## config.mk

```make
export PLATFORM = sky130hd
export DESIGN_NAME = iter_div
export DESIGN_NICKNAME = d
export VERILOG_FILES = /design/src/rtl/div_pkg.sv /design/src/rtl/div_step.sv /design/src/rtl/iter_div.sv
export SDC_FILE = /design/constraint.sdc
export NUM_CORES = 1
export LEC_CHECK = 0
export BUFFER_PORTS_ARGS = -buffer_cell sky130_fd_sc_hd__buf_2
export CORE_UTILIZATION = 60
export DETAILED_ROUTE_END_ITERATION = 12
export PLACE_DENSITY = 0.94
export SLEW_MARGIN = 5
export SYNTH_ARGS = -nofsm -noshare
export SYNTH_HDL_FRONTEND = slang
export SYNTH_SLANG_ARGS = --single-unit
```

## constraint.sdc

```tcl
create_clock -name clk -period 5.71 [get_ports clk]
set_input_delay 1.142 -clock clk [delete_from_list [all_inputs] [get_ports clk]]
set_output_delay 1.142 -clock clk [all_outputs]
set_load 0.02 [all_outputs]
```

## src/rtl/div_pkg.sv

```systemverilog
// rtl/div_pkg.sv - shared definitions for the iterative divider
// FSM encoding, parameter legality check and EX-stage div_op codes.
package div_pkg;

   typedef enum logic [2:0] {
      ST_IDLE = 3'b001,
      ST_CALC = 3'b010,
      ST_DONE = 3'b100
   } div_state_e;

   localparam int DIV_MIN_WIDTH = 4;

   function automatic bit div_cfg_ok(input int width, input int unroll);
      return (width >= DIV_MIN_WIDTH) && ((width % 2) == 0) &&
             ((unroll == 1) || (unroll == 2) || (unroll == 4)) &&
             ((width % unroll) == 0);
   endfunction

   // Shared with EX decode: bit 1 set selects the unsigned variants.
   localparam logic [1:0] DIV_OP_DIV_W  = 2'd0;
   localparam logic [1:0] DIV_OP_MOD_W  = 2'd1;
   localparam logic [1:0] DIV_OP_DIV_WU = 2'd2;
   localparam logic [1:0] DIV_OP_MOD_WU = 2'd3;

   function automatic logic div_op_is_signed(input logic [1:0] op);
      return ~op[1];
   endfunction

endpackage

```

## src/rtl/div_step.sv

```systemverilog
// rtl/div_step.sv - one combinational restoring division step
// Shifts {rem, dvd} left, trial-subtracts the divisor and shifts the quotient bit in.
module div_step #(
   parameter int W = 32
) (
   input  logic [W:0]   i_rem,
   input  logic [W-1:0] i_dvd,
   input  logic [W-1:0] i_dsr,
   output logic [W:0]   o_rem,
   output logic [W-1:0] o_dvd
);

   logic [W:0] w_shift_rem;
   logic [W:0] w_diff;
   logic       w_borrow;

   // Partial remainder stays below the divisor, so the shifted value fits W+1 bits
   assign w_shift_rem = {i_rem[W-1:0], i_dvd[W-1]};
   assign w_diff      = w_shift_rem - {1'b0, i_dsr};
   assign w_borrow    = w_diff[W];

   assign o_rem = w_borrow ? w_shift_rem : w_diff;
   assign o_dvd = {i_dvd[W-2:0], ~w_borrow};

endmodule

```

## src/rtl/iter_div.sv

```systemverilog
// rtl/iter_div.sv - radix-2^UNROLL restoring divider, signed/unsigned, valid/ready
// Produces quotient (toward zero) and remainder (sign of dividend) together.
module iter_div
   import div_pkg::*;
#(
   parameter int WIDTH  = 32,
   parameter int UNROLL = 1
) (
   input  logic             clk,
   input  logic             reset,
   input  logic             flush,
   input  logic             in_valid,
   output logic             in_ready,
   input  logic             in_signed,
   input  logic [WIDTH-1:0] dividend,
   input  logic [WIDTH-1:0] divisor,
   output logic             out_valid,
   input  logic             out_ready,
   output logic [WIDTH-1:0] quotient,
   output logic [WIDTH-1:0] remainder,
   output logic             div_by_zero
);

   localparam int N  = WIDTH / UNROLL;
   localparam int CW = $clog2(N + 1);

   if (!div_cfg_ok(WIDTH, UNROLL)) begin : g_bad_cfg
      $error("iter_div: unsupported WIDTH/UNROLL combination");
   end

   div_state_e       r_state;
   div_state_e       w_state_nxt;
   logic [WIDTH:0]   r_rem;
   logic [WIDTH-1:0] r_dvd;
   logic [WIDTH-1:0] r_dsr;
   logic [CW-1:0]    r_cnt;
   logic             r_q_neg;
   logic             r_r_neg;
   logic [WIDTH-1:0] r_quotient;
   logic [WIDTH-1:0] r_remainder;
   logic             r_dbz;

   logic             w_accept;
   logic             w_dsr_zero;
   logic             w_last;
   logic [WIDTH-1:0] w_dvd_mag;
   logic [WIDTH-1:0] w_dsr_mag;
   logic [WIDTH-1:0] w_q_mag;
   logic [WIDTH-1:0] w_r_mag;

   logic [WIDTH:0]   w_rem_chain [0:UNROLL];
   logic [WIDTH-1:0] w_dvd_chain [0:UNROLL];

   assign w_accept   = (r_state == ST_IDLE) && in_valid && !flush;
   assign w_dsr_zero = (divisor == '0);
   assign w_last     = (r_cnt == CW'(1));

   // Most-negative operand negates to itself, which is the correct unsigned magnitude
   assign w_dvd_mag = (in_signed && dividend[WIDTH-1]) ? -dividend : dividend;
   assign w_dsr_mag = (in_signed && divisor[WIDTH-1])  ? -divisor  : divisor;

   assign w_rem_chain[0] = r_rem;
   assign w_dvd_chain[0] = r_dvd;

   for (genvar g = 0; g < UNROLL; g++) begin : g_step
      div_step #(.W(WIDTH)) u_step (
         .i_rem (w_rem_chain[g]),
         .i_dvd (w_dvd_chain[g]),
         .i_dsr (r_dsr),
         .o_rem (w_rem_chain[g+1]),
         .o_dvd (w_dvd_chain[g+1])
      );
   end

   assign w_q_mag = w_dvd_chain[UNROLL];
   assign w_r_mag = w_rem_chain[UNROLL][WIDTH-1:0];

   always_comb begin
      w_state_nxt = r_state;
      case (r_state)
         ST_IDLE: if (w_accept) w_state_nxt = w_dsr_zero ? ST_DONE : ST_CALC;
         ST_CALC: if (w_last)   w_state_nxt = ST_DONE;
         ST_DONE: if (out_ready) w_state_nxt = ST_IDLE;
         default: w_state_nxt = ST_IDLE;
      endcase
      if (flush) w_state_nxt = ST_IDLE;
   end

   always_ff @(posedge clk) begin
      if (reset) r_state <= ST_IDLE;
      else       r_state <= w_state_nxt;
   end

   always_ff @(posedge clk) begin
      if (reset) begin
         r_rem       <= '0;
         r_dvd       <= '0;
         r_dsr       <= '0;
         r_cnt       <= '0;
         r_q_neg     <= 1'b0;
         r_r_neg     <= 1'b0;
         r_quotient  <= '0;
         r_remainder <= '0;
         r_dbz       <= 1'b0;
      end else if (w_accept) begin
         r_rem   <= '0;
         r_dvd   <= w_dvd_mag;
         r_dsr   <= w_dsr_mag;
         r_cnt   <= CW'(N);
         r_q_neg <= in_signed && (dividend[WIDTH-1] ^ divisor[WIDTH-1]);
         r_r_neg <= in_signed && dividend[WIDTH-1];
         if (w_dsr_zero) begin
            r_quotient  <= '1;
            r_remainder <= dividend;
            r_dbz       <= 1'b1;
         end
      end else if ((r_state == ST_CALC) && !flush) begin
         r_rem <= w_rem_chain[UNROLL];
         r_dvd <= w_dvd_chain[UNROLL];
         r_cnt <= r_cnt - 1'b1;
         if (w_last) begin
            r_quotient  <= r_q_neg ? -w_q_mag : w_q_mag;
            r_remainder <= r_r_neg ? -w_r_mag : w_r_mag;
            r_dbz       <= 1'b0;
         end
      end
   end

   assign in_ready    = (r_state == ST_IDLE);
   assign out_valid   = (r_state == ST_DONE);
   assign quotient    = r_quotient;
   assign remainder   = r_remainder;
   assign div_by_zero = r_dbz;

endmodule
```

==> flow_metrics.tcl <==
set metrics [dict create \
    synth-simple-area-share_pct 23.5 \
    cp_max_fo 41 \
    fin_nets 1780 \
    relSlewSlack_pct 28.0 \
    wl_mm 38.4 \
    async_reset_ff_share_pct 0 \
    globalplace.congestion 1.01 \
    timing.setup.tns_ns 0 \
    syn_avg_cell_area_um2 7.47 \
    antenna_found_initial 0 \
    peakVddDrop_v 0.000230 \
    finalInstanceArea_mm2 0.0133 \
    worstHoldPathCells 2 \
    critical_path_required_ns 6.07 \
    r2r_cells 19 \
    io_buffers 136 \
    synthMuxAreaShare_pct 2.17 \
    synth_seq_area_share_pct 28.8 \
    syn_nets 1709 \
    crit_chain "inv_1 -> ha_1 -> fa_1 -> nand2b_1 -> a211oi_4 -> o2111ai_2 -> a21oi_2 -> o21a_4 -> nor2_8 -> inv_4 -> buf_4 -> ha_1 -> nand3_1 -> or3_1 -> o21ai_0 -> nand2_1 -> a21oi_1 -> xor2_1 -> a211oi_1" \
    post-route-min-period_ns 5.07 \
    dp.cells 1917 \
    crit_slowest_cell "or3_1" \
    grt.total_usage_pct 38.1 \
    max_freq_mhz 197 \
    yosys_warnings 0 \
    endpoint_kind "register" \
    start_kind "register" \
    clockRootBuffer "clkbuf_16" \
    syn_to_final_growth_pct 11.1 \
    synthAdderAreaFrac_pct 4.15 \
    power_density_mw_per_mm2 230 \
    die_w_um 143 \
    drive_above_1_share_pct 13.3 \
    synth_cell_types 87 \
    final_cells 1949 \
    slew_violations 0 \
    yosysTopAreaCell "dfxtp_1" \
    r2r_start "r_dvd[31]$_SDFFE_PP0P_" \
    power.leakage_uw 0.00513 \
    reg2reg_to "quotient[30]$_SDFFE_PP0P_" \
    cpMostUsedCell "ha_1" \
    drtPass1Iterations 6 \
    skew_ns 0.0134 \
    cts_hold_buf 0 \
    io_pins 137 \
    syn_area_mm2 0.0120 \
    cts_resized 0 \
    finalSetupViolCount 0 \
    initial_utilization_pct 61.4 \
    clkLatencyLatePin_ns 0.44 \
    hold_viol_final 0 \
    gr-total-overflow 0 \
    post-cts-setup-buffers 0 \
    dpl-instance-area_mm2 0.0127 \
    row_count 51 \
    worstHoldEndpoint "div_by_zero$_SDFFE_PP0P_" \
    grt_max_degree 83 \
    hold_path.class "reg2reg" \
    clk_pin_slew_ns 0.08 \
    final_cell_mix "nor2_1 (240), dfxtp_1 (172), nand2_1 (146)" \
    ys.flop_type "dfxtp_1" \
    cts_tree "yes" \
    rsz0062_at_grt "false" \
    final_common_cell "nor2_1" \
    die_area_mm2 0.0205 \
    run_status "completed" \
    hold_slack_ns 0.456 \
    synth_enable_flop_cells 0 \
    worstPathArrival_ns 5.42 \
    wire_per_inst_um 19.7 \
    slowest_delay_ns 0.51 \
    ys_ff_latch 172 \
    synth_top_family_by_area "compound AO/OA/AOI/OAI gates" \
    place_hpwl_mm 28.1 \
    synth_top_area_share_pct 28.8 \
    die_h_um 143 \
    cts_buffer_depth 2 \
    grt_pass1_vias 11700 \
    via_per_inst 6.53 \
    cap_violations 0 \
    ant_nets 0 \
    cts_buffers 17 \
    synth_compound_area_share_pct 26.9 \
    syn-instance-count 1600 \
    core_area_mm2 0.0195 \
    drc_errors 0 \
    worst_pin_slew_ns 1.08 \
    h-tree-depth 4 \
    period_share_pct 88.7 \
    crit_type "reg2reg" \
    grt_pass1_wl_mm 60.6 \
    vias 12700 \
    ys_top_cells_by_area "dfxtp_1 (29%), nor2_1 (7.6%), a211oi_1 (5.9%)" \
    first_iter_violations 1283 \
    ff2ff_setup_slack_ns 0.64 \
    synthXorXnorAreaFrac_pct 9.45 \
    hp-start "div_by_zero$_SDFFE_PP0P_" \
    final_core_util_pct 68.2 \
    antenna_cells 0 \
    numClockSinks 172 \
]
-- Yosys cell counts (3+ instances only) --
master and count:
o211ai_1 12, nand3_1 22, a21boi_0 3, o31a_1 3
buf_2 9, and2_1 7, nor2b_1 5, a211oi_1 94
nor2_1 241, and3_1 14, xor2_1 73, nor3_1 66
o21a_1 12, mux2_2 3, ha_1 38, o21ai_1 7
a311oi_1 23, clkbuf_1 79, or3_1 28, mux2i_1 21
nand3b_1 7, or4_1 13, inv_1 50, o22ai_1 5
a31oi_1 10, nor3b_1 4, dfxtp_1 172, nor4_1 15
o2111ai_1 4, o21ai_0 90, nand4_1 5, a22oi_1 7
a21o_1 10, o31ai_1 26, nand2_1 146, a21oi_1 120
nand2b_1 10, o41ai_1 11, or2_2 8, xnor2_1 56
buf_1 8
-- metal layers --
metal  wire [um]  share of wire [%]  global-route usage, %
met1       15000                 39                   47.3
met3        3770                9.8                   6.54
met2       17200                 45                   61.3
met5          21              0.055                      0
met4        2410                6.3                   23.5
-- kinds of logic (layout without fill, tap and decap cells) --
family / Yosys count / count (layout)
xor+xnor: 129 / 129
flops: 172 / 172
buf+inv: 150 / 234
compound gates: 478 / 478
simple gates: 607 / 607
mux: 25 / 25
fa+ha+maj: 39 / 39
-- worst max-delay path, delay by kind of cell, from the launching register on --
family	cells	cell delay, ns
compound gates	7	1.85
xor+xnor	1	0.09
fa+ha+maj	3	0.90
buf+inv	3	0.60
flops	1	0.37
simple gates	5	1.15
-- area by class of cell --
class	instances	area, um^2
Clock buffer	18	439
Clock inverter	14	145
Fill cell	1612	6180
Inverter	51	194
Multi-Input combinational cell	1278	7930
Sequential cell	172	3440
Tap cell	265	332
Timing Repair Buffer	151	796
-- state kept, by name, summed over array words and instances, names as in the netlist --
register / count
div_by_zero: 1
quotient: 32
r_cnt: 6
r_dsr: 32
r_dvd: 32
r_q_neg: 1
r_r_neg: 1
r_rem: 32
r_state: 3
remainder: 32
-- power breakdown --
group | switching, uW | internal [uW] | total [uW]
Clock | 572 | 594 | 1170
Combinational | 401 | 222 | 623
Sequential | 39.2 | 1230 | 1270
Total | 1010 | 2050 | 3060
-- worst max path at each step --
stage                           start                          to  slack, ns  depth (start not counted)
3_5_place_dp   r_dvd[31]$_SDFFE_PP0P_   quotient[30]$_SDFFE_PP0P_       0.78                         19
3_3_place_gp   r_dvd[31]$_SDFFE_PP0P_   quotient[30]$_SDFFE_PP0P_       0.95                         19
6_report       r_dvd[31]$_SDFFE_PP0P_   quotient[30]$_SDFFE_PP0P_       0.64                         19
4_1_cts        r_dvd[31]$_SDFFE_PP0P_   quotient[30]$_SDFFE_PP0P_       0.72                         19
2_1_floorplan  r_dvd[31]$_SDFFE_PP0P_  remainder[30]$_SDFFE_PP0P_       0.74                         22
5_1_grt        r_dvd[31]$_SDFFE_PP0P_   quotient[30]$_SDFFE_PP0P_       0.35                         19
-- through the flow --
step                      power [uW]  setup slack (ns)
after floorplan                 1720             0.738
after global placement          1880             0.947
after detailed placement        1900             0.779
after CTS                       3030             0.717
after global routing            3170             0.347
final                           3060             0.643
No activity file was read; power rests on OpenSTA's default activity.
